## src/rtl/boot_sequencer.sv

```systemverilog
// boot_sequencer: owns the UART rx byte stream. LOAD packs big-endian 32-bit words
// into instruction memory until an all-ones terminator word, then RUN feeds bytes
// to the core through a first-word-fall-through FIFO.
// Optional feature macro CHECKSUM_BOOT_EN: after the terminator a CHECK state
// compares one extra byte against the XOR of all loaded program bytes.
module boot_sequencer #(
    parameter int MEM_INST_SIZE = 1024,
    parameter int FIFO_DEPTH    = 16
) (
    input  logic                             CLK,
    input  logic                             RST,
    input  logic [7:0]                       rx_data,
    input  logic                             rx_valid,
    output logic                             imem_we,
    output logic [$clog2(MEM_INST_SIZE)-1:0] imem_addr,
    output logic [31:0]                      imem_wdata,
    output logic                             boot_done,
    output logic [$clog2(MEM_INST_SIZE):0]   prog_len,
    input  logic                             in_rd,
    output logic [7:0]                       in_data,
    output logic                             in_empty,
    output logic [1:0]                       err
);
    localparam int AW = $clog2(MEM_INST_SIZE);
    localparam int PW = $clog2(FIFO_DEPTH);
    localparam logic [AW:0] MAX_LEN = (AW+1)'(MEM_INST_SIZE);
    localparam logic [PW:0] FULL = (PW+1)'(FIFO_DEPTH);

`ifdef CHECKSUM_BOOT_EN
    typedef enum logic [1:0] {S_LOAD, S_CHECK, S_RUN, S_ERR} state_t;
`else
    typedef enum logic [1:0] {S_LOAD, S_RUN, S_ERR} state_t;
`endif

    state_t state, state_n;
    logic [1:0] byte_idx;
    logic [31:0] word, word_n;
    logic [1:0] err_n;
    logic wr;

    logic [7:0] fifo [FIFO_DEPTH];
    logic [PW-1:0] wp, rp;
    logic [PW:0] cnt;
    logic push, pop;

    assign pop = in_rd && cnt != '0;
    assign push = state == S_RUN && rx_valid && (cnt != FULL || pop);
    assign in_empty = cnt == '0;
    assign in_data = in_empty ? 8'h00 : fifo[rp];
    assign imem_wdata = word;

`ifdef CHECKSUM_BOOT_EN
    logic [7:0] csum;

    // Terminator bytes XOR to zero, so folding every LOAD byte equals excluding them.
    always_ff @(posedge CLK) begin
        if (RST) csum <= 8'h00;
        else if (state == S_LOAD && rx_valid) csum <= csum ^ rx_data;
    end
`endif

    // State register.
    always_ff @(posedge CLK) begin
        if (RST) state <= S_LOAD;
        else state <= state_n;
    end

    // Next state, write strobe and sticky error code from the incoming byte.
    always_comb begin
        state_n = state;
        err_n = err;
        wr = 1'b0;
        word_n = {word[23:0], rx_data};
        case (state)
            S_LOAD: begin
                if (rx_valid && &byte_idx) begin
                    if (&word_n) begin
`ifdef CHECKSUM_BOOT_EN
                        state_n = S_CHECK;
`else
                        state_n = S_RUN;
`endif
                    end else if (prog_len == MAX_LEN) begin
                        state_n = S_ERR;
                        err_n = 2'd1;
                    end else begin
                        wr = 1'b1;
                    end
                end
            end
`ifdef CHECKSUM_BOOT_EN
            S_CHECK: begin
                if (rx_valid) begin
                    state_n = rx_data == csum ? S_RUN : S_ERR;
                    err_n = rx_data == csum ? err : 2'd3;
                end
            end
`endif
            S_RUN: err_n = rx_valid && cnt == FULL && !pop ? 2'd2 : err;
            default: ;
        endcase
    end

    // Word assembly, imem write port and boot status.
    always_ff @(posedge CLK) begin
        if (RST) begin
            byte_idx <= 2'd0;
            word <= 32'h0;
            imem_we <= 1'b0;
            imem_addr <= '0;
            prog_len <= '0;
            boot_done <= 1'b0;
            err <= 2'd0;
        end else begin
            imem_we <= wr;
            err <= err_n;
            boot_done <= boot_done | (state_n == S_RUN);
            if (state == S_LOAD && rx_valid) begin
                byte_idx <= byte_idx + 2'd1;
                word <= word_n;
            end
            if (wr) begin
                imem_addr <= prog_len[AW-1:0];
                prog_len <= prog_len + (AW+1)'(1);
            end
        end
    end

    // FIFO storage; contents need no reset because in_data is masked while empty.
    always_ff @(posedge CLK) begin
        if (push) fifo[wp] <= rx_data;
    end

    // FIFO pointers and occupancy; a simultaneous push and pop leaves cnt unchanged.
    always_ff @(posedge CLK) begin
        if (RST) begin
            wp <= '0;
            rp <= '0;
            cnt <= '0;
        end else begin
            if (push) wp <= wp + PW'(1);
            if (pop) rp <= rp + PW'(1);
            cnt <= cnt + (PW+1)'(push) - (PW+1)'(pop);
        end
    end
endmodule

```

## config.mk

```make
export PLATFORM = sky130hd
export DESIGN_NAME = boot_sequencer
export DESIGN_NICKNAME = d
export VERILOG_FILES = /design/src/rtl/boot_sequencer.sv
export SDC_FILE = /design/constraint.sdc
export NUM_CORES = 1
export LEC_CHECK = 0
export BUFFER_PORTS_ARGS = -buffer_cell sky130_fd_sc_hd__buf_2
export CAP_MARGIN = 20
export CORE_UTILIZATION = 45
export CTS_CLUSTER_SIZE = 24
export DETAILED_ROUTE_END_ITERATION = 7
export PLACE_DENSITY = 0.74
export SYNTH_ARGS = -nofsm -noshare
export SYNTH_HDL_FRONTEND = slang
export SYNTH_SLANG_ARGS = --single-unit
```

## constraint.sdc

```tcl
create_clock -name CLK -period 2.49 [get_ports CLK]
set_clock_uncertainty 0.05 [all_clocks]
set_input_delay 0.498 -clock CLK [delete_from_list [all_inputs] [get_ports CLK]]
set_output_delay 0.498 -clock CLK [all_outputs]
set_load 0.05 [all_outputs]
```

After elaboration in Yosys (flattened, before gate mapping)
Memories as Yosys holds them, arrays and structs flattened. A register that Yosys moved wholly into a read port is not among the register bits.
Index checks and enable logic that the tools add are counted.
Word-level totals
  bits in latches: 0
  bits in read-only memories: 0
  register bits after elaboration: 74
  memories kept: 1
  input bits: 12
  RAM bits: 128
  word-level logic and storage cells: 62
Operators by class
  reductions and logical operators: 16
  $mul: 0
  div/mod/pow operators: 0
  bitwise logic cells: 1
  multiplexer cells: 18
  eq/ne operators: 9
  magnitude comparators: 0
  shift-type cells: 0
  $add $sub $neg: 6
Memories
  fifo: words 16, width 8, read ports 1, clocked after Yosys merged registers in 1, wr ports 1, RTL line 41  | logic [7:0] fifo [FIFO_DEPTH];
Operators by type and width (number)
  AND reduction 32 bit: 1
  2-to-1 mux 2 bit: 8
  adder 11 x 1 -> 11 bit (second input constant): 1
  == test 11 bit (second input constant): 1
  adder 4 x 1 -> 4 bit (second input constant): 2
  2-to-1 mux 4 bit: 2
  2-to-1 mux 8 bit: 1
  logical AND 1 bit: 7
  2-to-1 mux 1 bit: 6
  != test 2 bit (second input constant): 3
  adder 5 x 1 -> 5 bit: 1
  == test 5 bit (second input constant): 1
  logical NOT 5 bit: 1
  != test 5 bit (second input constant): 1
  AND reduction 5 bit: 1
  nonzero test 5 bit: 1
  subtractor 5 x 1 -> 5 bit: 1
  == test 2 x 1 -> 1 bit (second input constant): 2
  case mux 2 bit (2 select lines): 1
  adder 2 x 1 -> 2 bit (second input constant): 1
  logical NOT 2 bit: 1
  != test 2 x 1 -> 1 bit (second input constant): 1
  AND reduction 2 bit: 1
  nonzero test 2 bit: 1
  other kinds (3): 3

Logic depth before layout (Yosys ltp)
Gate-level depths: netlist (run 1).
  depth in word-level cells: 7
  gate-level depth with buffers: 14
  mapped depth without buffers: 14

Least setup slack after synthesis (run 1)
OpenSTA, ideal clock, no wires.
  path kind: reg2reg
  from: reg cnt[3]
  to: reg cnt[4]
  data arrival time: 4.110 ns
  slack: -1.798 ns
  cell stages (with the launch flop): 14
  path through: dfxtp_1 -> inv_1 -> ha_1 -> nor4b_1 -> nor2_1 -> ha_1 -> inv_1 -> ha_1 -> fa_1 -> a21oi_1 -> nor2_1 -> nor2_1 -> xnor2_1 -> nor2_1
On the way
  word-level cells in the longest chain between the ends: 6
RTL lines
  start, declared: RTL line 43  | logic [PW:0] cnt;
  start signal, assigned: RTL line 143  | cnt <= cnt + (PW+1)'(push) - (PW+1)'(pop);
  nonzero test 5 bit: RTL line 46  | assign pop = in_rd && cnt != '0;
  logical AND 1 bit: RTL line 46
  logical OR 1 bit: RTL line 47  | assign push = state == S_RUN && rx_valid && (cnt != FULL || pop);
  logical AND 1 bit: RTL line 47
  adder 5 x 1 -> 5 bit: RTL line 143
  subtractor 5 x 1 -> 5 bit *: RTL line 143
Every way passes the cells marked *; elsewhere a longest branch is shown, timed or not.
A chain may end at the register's enable or synchronous reset.

==> results of run 1 <==
## worst max-delay path, delay by kind of cell (launching register included)
kind | cells | cell delay, ns
muxes | 2 | 0.76
buffers and inverters | 3 | 0.42
DFF | 1 | 0.39
AOI/OAI and AO/OA | 1 | 0.12
## cell families after synthesis
family	Yosys count
flip-flops	206
AND/OR/NAND/NOR	190
multiplexers	66
AO/OA/AOI/OAI	60
buffers and inverters	46
adder cells (fa/ha/maj)	15
XOR/XNOR	11
## power groups by stage
stage / combinational (mW) / clock, mW / sequential [mW]
finish: 2.65 / 3.10 / 3.81
detailed placement: 2.03 / 0 / 3.87
global placement: 1.97 / 0 / 3.86
floorplan: 1.47 / 0 / 3.89
global route: 2.81 / 3.30 / 3.82
CTS: 2.65 / 3.16 / 3.81
## through the flow
stage / setup WS, ns / TNS, ns / utilization / std cells
after floorplan: -0.3086 / -0.5280 / - / 594
after global placement: 0.08791 / 0 / 0.5198 / 902
after detailed placement: -0.1013 / -0.1013 / 0.5198 / 902
after CTS: -0.2566 / -1.748 / 0.5842 / 959
after global routing: -0.2787 / -2.463 / 0.5860 / 959
final: -0.2399 / -1.701 / 0.5860 / 959
## layer usage
metal / wire (µm) / part of all wire / vias up
li1: - / - / 2438
met4: 427 / 0.023 / 0
met2: 9364 / 0.51 / 196
met5: 0 / 0 / -
met3: 1128 / 0.061 / 32
met1: 7510 / 0.41 / 2563
## cell type report
type / instances / share of cell area
clock buffers: 27 / 0.05844
well taps: 225 / 0.02739
inverters: 14 / 0.005113
repair buffers: 132 / 0.09666
clock inverters: 13 / 0.009252
flip-flops and latches: 206 / 0.5265
multi-input cells: 342 / 0.2766
## cell usage in the layout (no fill, tap or decap), types with 4 or more instances in the layout
cell type,count
mux4_2,32
buf_4,44
nand2_1,94
buf_2,69
nor3_1,4
clkbuf_16,23
nor2b_1,4
nand4_1,12
nand3_1,5
clkinv_2,4
buf_12,4
buf_16,4
dfxtp_1,75
edfxtp_1,128
xor2_1,5
clkinv_1,5
mux2i_2,5
mux2i_1,21
o22ai_2,7
ha_1,11
mux2i_4,6
nor2_1,33
a21oi_1,40
buf_6,10
inv_1,11
xnor2_1,6
or2_2,6
## state kept, by name (all words and copies together), names as in the netlist, named ones only
signal,cells
fifo,128
imem_wdata,32
prog_len,11
imem_addr,10
cnt,5
rp,4
wp,4
byte_idx,2
err,2
state,2
boot_done,1
imem_we,1
## final timing paths
path                    endpoint  depth (start not counted)      startpoint  slack, ns
setup / recovery      in_data[0]                          6            flop      -0.24
hold / removal            err[1]                          3           in_rd       0.27
setup reg to reg          cnt[4]                         14          cnt[3]          0
hold reg to reg   imem_wdata[30]                          2  imem_wdata[30]       0.40
## timing repair
action / in CTS / in global routing
endpoints found under the setup margin: 9 / 57
endpoints found under the hold margin: 0 / 0
setup buffers: 13 / 0
gates resized for setup: 52 / 6
pin swaps: 13 / 8
gates cloned: 4 / 0
==> impl_metrics.ini, run 1 <==
[critical_path]
path_max_fanout = 5
arrival_ns = 2.18
crit_type = flop to primary output
start_kind = flop
cp-end-kind = primary output
crit_required_ns = 1.94
crit_slowest_cell = mux4_2
worstPathCellList = buf_4 -> buf_12 -> mux4_2 -> mux2i_2 -> o22ai_2 -> buf_6
max_stage_delay_ns = 0.53

[clocking]
cts-root-buf = clkbuf_16
cts_htree_levels = 1
cts_hold_buf = 0
clkTransAtPathRegs_ns = 0.06
tritoncts = yes
clock_path_buffers = 3
cts_made_buffers = 22
clk_latency_ns = 0.50
cts.sinks = 206

[power_and_ir_drop]
switchingPower_mw = 2.741
pwr-share-clk = 0.324
combPwrFrac = 0.277
p_leak_nw = 3.734
totalPowerFinal_mw = 9.572
power.share.switching = 0.2864
pwr-share-seq = 0.398
p_int_mw = 6.831
peakVddDrop_mv = 1.019
powerDensity_nw_per_um2 = 931.4

[outcome]
status = finished, violations left
violations = negative setup slack

[sta]
maxSlewViolCount = 0
tightest_slew_ns = 0.6894
fin_crit_sh = 1.096
worst_hold_slack_ns = 0.2703
fin_ws_ns = -0.2399
min_period_ns = 2.730
hold_violations = 0
setup_viol = 9
maxSlewHeadroom = 0.5404
rsz0062_at_grt = true
fmaxAchievable_mhz = 366.3

[global_route]
grt_overflow = 0
grt_pass1_wl_mm = 28.07
use_met1 = 0.2538
use_met2 = 0.3483
grt_max_degree = 35
antenna_found_initial = 0
grt_pass1_vias = 5146
grt_usage = 0.2009
grt_use_met3 = 0.03704
grt-busiest-layer = met2

[finish]
num_antenna_cells = 0
finalInstanceArea_um2 = 10280
regArea_um2 = 5411
multi_input_area_um2 = 2843
nFillCells = 1353
drive_gt1_frac = 0.3406
syn_to_final_growth_pct = 25.73
nets = 745

[detailed_routing]
drtIter0Drc = 404
drc = 0
postRouteAntennaNets = 0
routed_wl_mm = 18.43
vias = 5229
drt_pass1_iterations = 5
vias_per_cell = 5.453
wl_per_cell_um = 19.22

[synthesis]
yosys_warnings = 0
syn_avg_cell_area_um2 = 13.76
synth_common_cells = 128 x edfxtp_1, 96 x nand2_1, 78 x dfxtp_1
synth_edf_count = 128
ys_top_cells_by_area = edfxtp_1 47%, dfxtp_1 19%, mux4_2 8.8%
synth_compound_area_frac = 0.04133
synth_top_cell_area_share = 0.4702
ys_seq_elements = 206
yosys.area.top_type = edfxtp_1
synth_fa_ha_area_frac = 0.02388
synth_area_um2 = 8174
syn_inst = 594
post-synth-top-count-cell = edfxtp_1
synth_fp_nets = 621
synth.distinct_cells = 49
synthMuxAreaShare = 0.1301
synth-async-reset-ratio = 0
synth_ff_type = edfxtp_1
yosys.area_share.simple = 0.1088
synth_top_family_by_area = multiplexers
yosysSeqAreaShare = 0.6613
synth-xor-area-share = 0.01179

[floorplanning]
die_y_um = 136.8
die-area_um2 = 18710
die_w_um = 136.8
num_io_pins = 78
start_util = 0.4661
num_rows = 48
coreArea_um2 = 17540

[placed_design]
place_hpwl_mm = 11.85
gp_congestion = 0.8053
placed_area_um2 = 9116
io_buffer_count = 77

[flow_run]
drv_cap = 0

[min_path]
hold_path_class = primary input to flop
Power figures use the tool's default switching activity.
==> run 2, diff against run 1 <==
Settings changed: CORE_MARGIN from default to 10, PLACE_DENSITY 0.74 to 0.65.
==> run 2 against run 1 <==
Effect of this change: the flow still finishes with violations (negative setup slack); final cell count is 0.42% higher; setup slack improved by 0.087 ns; utilization fell by 1.6 points; global-route usage decreased by 4.8 points; die area increased by 28%; count of clock-buffer cells in the layout shrank 1; design area fell by 0.65%; sequential share of layout area grew 0.34 points; first-iteration DRC count down 39%; sequential cell count unchanged; via count shrank 1.7%; critical path type unchanged; largest cell class unchanged; largest power group unchanged.
==> impl_metrics.ini, run 2 (synthesis gave the netlist of run 1 again) <==
[clocking]
clock_path_buffers = 3
cts_hold_buf = 0
cts_htree_levels = 1
cts.sinks = 206
clkTransAtPathRegs_ns = 0.06
cts-root-buf = clkbuf_16
cts_made_buffers = 22
clk_latency_ns = 0.49
tritoncts = yes

[power_and_ir_drop]
totalPowerFinal_mw = 9.590
switchingPower_mw = 2.635
power.share.switching = 0.2747
p_int_mw = 6.955
combPwrFrac = 0.250
pwr-share-seq = 0.399
p_leak_nw = 3.716
peakVddDrop_mv = 0.8982
powerDensity_nw_per_um2 = 939.2
pwr-share-clk = 0.351

[flow_run]
drv_cap = 0

[finish]
layout_commonest_cell = edfxtp_1
nets = 746
fin_util = 0.5704
nFillCells = 1439
largest-register = fifo
multi_input_area_um2 = 2775
drive_gt1_frac = 0.3324
final_cells = 963
largest_register_ffs = 128
syn_to_final_growth_pct = 24.92
layout_common_cells = 128 x edfxtp_1, 96 x nand2_1, 75 x dfxtp_1
regArea_um2 = 5411
num_antenna_cells = 0

[min_path]
hold_path_class = primary input to flop
hp-start = rx_data[1]
holdPathEnd = fifo[2][1]
hold_path_depth = 1

[detailed_routing]
drc = 0
drt_pass1_iterations = 4
wl_per_cell_um = 19.25
routed_wl_mm = 18.54
vias = 5142
vias_per_cell = 5.340
postRouteAntennaNets = 0
drtIter0Drc = 245

[critical_path]
start_kind = flop
arrival_ns = 2.09
path_max_fanout = 8
cp-end-kind = primary output
crit_type = flop to primary output
rr_startpoint = cnt[3]
r2r_slack_ns = 0
reg2reg_depth = 14
rr_endpoint = cnt[4]
crit_required_ns = 1.94

[placed_design]
io_buffer_count = 77
place_hpwl_mm = 12.98
place_inst = 914
place_ws_ns = 0.05564
gp_congestion = 0.7762

[global_route]
antenna_found_initial = 0
grt_pass1_wl_mm = 29.59
grt_overflow = 0
grt_max_degree = 35
grt_usage = 0.1528
grt_pass1_vias = 5356

[floorplanning]
num_rows = 49
start_util = 0.4566
coreArea_um2 = 17900
num_io_pins = 78
die_y_um = 154.8
die_w_um = 154.8
die-area_um2 = 23960

[outcome]
status = finished, violations left
violations = negative setup slack

[sta]
fmaxAchievable_mhz = 378.4
tightest_slew_ns = 0.6920
fin_crit_sh = 1.061
setup_viol = 9
min_period_ns = 2.642
maxSlewViolCount = 0
hold_violations = 0
rsz0062_at_grt = true
worst_hold_slack_ns = 0.2060
maxSlewHeadroom = 0.5387
fin_ws_ns = -0.1524
## run 2: cell count changes in the layout (fill, tap and decap cells not counted), sizes merged
cell	before	now
clkinv	11	7
bufinv	1	4
buf	132	133
clkbuf	27	26
clkinvlp	0	1
## run 2: cell type report
cell class / instances / area share
clock inverters: 13 / 0.01654
repair buffers: 133 / 0.09104
flip-flops and latches: 206 / 0.5300
inverters: 14 / 0.005146
clock buffers: 26 / 0.05747
multi-input cells: 342 / 0.2718
well taps: 229 / 0.02806
## run 2: worst max-delay path: stages (launching register included)
cell     delay (ns)
dfxtp_4        0.42
buf_12         0.16
mux4_2         0.51
mux2i_2        0.22
o22ai_2        0.12
buf_6          0.17
## run 2: through the flow
step                      cell area [µm²]  TNS, ns
after floorplan                      8262  -0.5280
after global placement               9194        0
after detailed placement             9194        0
after CTS                           10120   -1.591
after global routing                10210   -1.766
final                               10210   -1.077
## run 2: per-layer routing
metal | global-route usage | wire length [µm]
met4 | 0.04184 | 333
met5 | 0 | 0
met1 | 0.1913 | 7782
met2 | 0.2579 | 9420
met3 | 0.03688 | 1002
## run 2: worst max-delay path by stage
stage | from | endpoint | cells past startpoint
detailed placement | rx_valid | cnt[4] | 13
global route | flop | in_data[0] | 5
CTS | flop | in_data[6] | 5
global placement | rx_valid | cnt[4] | 13
floorplan | cnt[2] | cnt[4] | 13
finish | flop | in_data[7] | 5
## run 2: power by group through the flow
stage | Sequential, mW | Combinational [mW] | Clock [mW]
finish | 3.82 | 2.40 | 3.37
global route | 3.83 | 2.59 | 3.59
CTS | 3.81 | 2.31 | 3.43
detailed placement | 3.87 | 2.03 | 0
global placement | 3.86 | 1.99 | 0
floorplan | 3.89 | 1.47 | 0
## run 2: repair_timing
item / 4_1_cts / 5_1_grt
cloned: 2 / 0
setup buffers: 2 / 8
gates resized for setup: 27 / 16
pin swaps: 1 / 15
endpoints found under the setup margin: 8 / 9
==> run 3, diff against run 2 <==
Settings changed: RECOVER_POWER from default to 50, SLEW_MARGIN from default to 40.
==> run 3 against run 2 <==
Effect of this change: the run still ends with negative setup slack left; largest power group unchanged; critical path type unchanged; utilization is 0.53 points lower; maximum frequency hardly changed; clock power hardly changed.
==> impl_metrics.ini, run 3 (synthesis gave the netlist of run 1 again) <==
[finish]
regArea_um2 = 5410
syn_to_final_growth_pct = 23.76
final_cells = 963
fin_util = 0.5651
num_antenna_cells = 0
largest_register_ffs = 128
largest-register = fifo
nets = 746
nFillCells = 1469
layout_commonest_cell = edfxtp_1
layout_common_cells = 128 x edfxtp_1, 96 x nand2_1, 76 x dfxtp_1
drive_gt1_frac = 0.2711
multi_input_area_um2 = 2761

[floorplanning]
start_util = 0.4566
die_w_um = 154.8
die_y_um = 154.8
die-area_um2 = 23960
coreArea_um2 = 17900
num_io_pins = 78
num_rows = 49

[sta]
fin_ws_ns = -0.1529
setup_viol = 9
tns_ns = -1.104
rsz0062_at_grt = true
min_period_ns = 2.643
tightest_slew_ns = 0.8379
fmaxAchievable_mhz = 378.4
maxSlewViolCount = 0
fin_crit_sh = 1.061
maxSlewHeadroom = 0.4414
hold_violations = 0

[clocking]
cts_hold_buf = 0
cts-root-buf = clkbuf_16
clock_path_buffers = 3
tritoncts = yes
cts.sinks = 206
cts_made_buffers = 22
cts_htree_levels = 1
clkTransAtPathRegs_ns = 0.06
clk_latency_ns = 0.49

[detailed_routing]
vias = 5150
drtIter0Drc = 269
postRouteAntennaNets = 0
drc = 0
routed_wl_mm = 18.53
wl_per_cell_um = 19.24
vias_per_cell = 5.348
drt_pass1_iterations = 5

[min_path]
hold_path_class = primary input to flop
hold_path_depth = 3

[flow_run]
drv_cap = 0

[critical_path]
crit_required_ns = 1.94
crit_slowest_cell = mux4_2
worstPathCellList = buf_12 -> mux4_2 -> mux2i_2 -> o22ai_2 -> buf_6
reg2reg_depth = 14
cp-end-kind = primary output
crit_type = flop to primary output
arrival_ns = 2.09
path_max_fanout = 8
start_kind = flop
max_stage_delay_ns = 0.51

[global_route]
grt_pass1_wl_mm = 29.59
grt_max_degree = 35
grt_overflow = 0
antenna_found_initial = 0
grt_usage = 0.1528
grt_pass1_vias = 5356

[outcome]
status = finished, violations left
violations = negative setup slack

[placed_design]
place_inst = 914
gp_congestion = 0.7762
place_hpwl_mm = 12.98
io_buffer_count = 77

[power_and_ir_drop]
powerDensity_nw_per_um2 = 946.8
p_leak_nw = 3.546
peakVddDrop_mv = 0.8977
-- run 3: power breakdown --
part / internal, mW / switching [mW] / leakage, nW / total (mW)
clock network: 2.10 / 1.28 / 0.371 / 3.38
registers: 3.71 / 0.117 / 1.78 / 3.82
logic: 1.13 / 1.25 / 1.39 / 2.38
total: 6.94 / 2.64 / 3.55 / 9.58
-- run 3: worst paths after layout --
| kind | from | to | slack [ns] |
|---|---|---|---|
| hold / removal | in_rd | err[1] | 0.27 |
| setup / recovery | flop | in_data[7] | -0.15 |
| hold reg to reg | imem_addr[0] | imem_addr[0] | 0.41 |
| setup reg to reg | cnt[2] | cnt[4] | -0.02 |
-- run 3: final cells by class --
cell class                 count  area share
timing repair buffer         133     0.08398
multi-input combinational    342      0.2730
sequential                   206      0.5348
tap                          229     0.02832
clock buffer                  26     0.05801
clock inverter                13     0.01670
inverter                      14    0.005195
-- run 3: per-layer routing --
layer	global-route usage	vias to the layer above	wire length, µm
met3	0.03688	25	1038
met1	0.1913	2567	7726
met4	0.04184	0	299
met5	0	-	0
met2	0.2579	121	9464
li1	-	2437	-
-- run 3: through the flow --
step / hold slack [ns] / setup WS [ns] / power, mW / instance area, µm²
after floorplan: 0.3900 / -0.3086 / 5.358 / 8262
after CTS: 0.1890 / -0.2142 / 9.553 / 10120
after global routing: 0.2645 / -0.2173 / 9.992 / 10120
final: 0.2679 / -0.1529 / 9.578 / 10120
after global placement: 0.3943 / 0.08728 / 5.852 / 9194
after detailed placement: 0.4015 / 0.05564 / 5.896 / 9194
-- run 3: repair_timing --
action,4_1_cts,5_1_grt
cloned,2,0
buffers inserted,2,8
pin swaps,1,15
gates resized for setup,27,16
endpoints found under the setup margin,8,9
-- run 3: worst max-delay path, delay by kind of cell, from the launching register on --
family | cells | cell delay [ns]
flip-flops | 1 | 0.42
buffers and inverters | 2 | 0.33
AO/OA/AOI/OAI | 1 | 0.12
multiplexers | 2 | 0.73
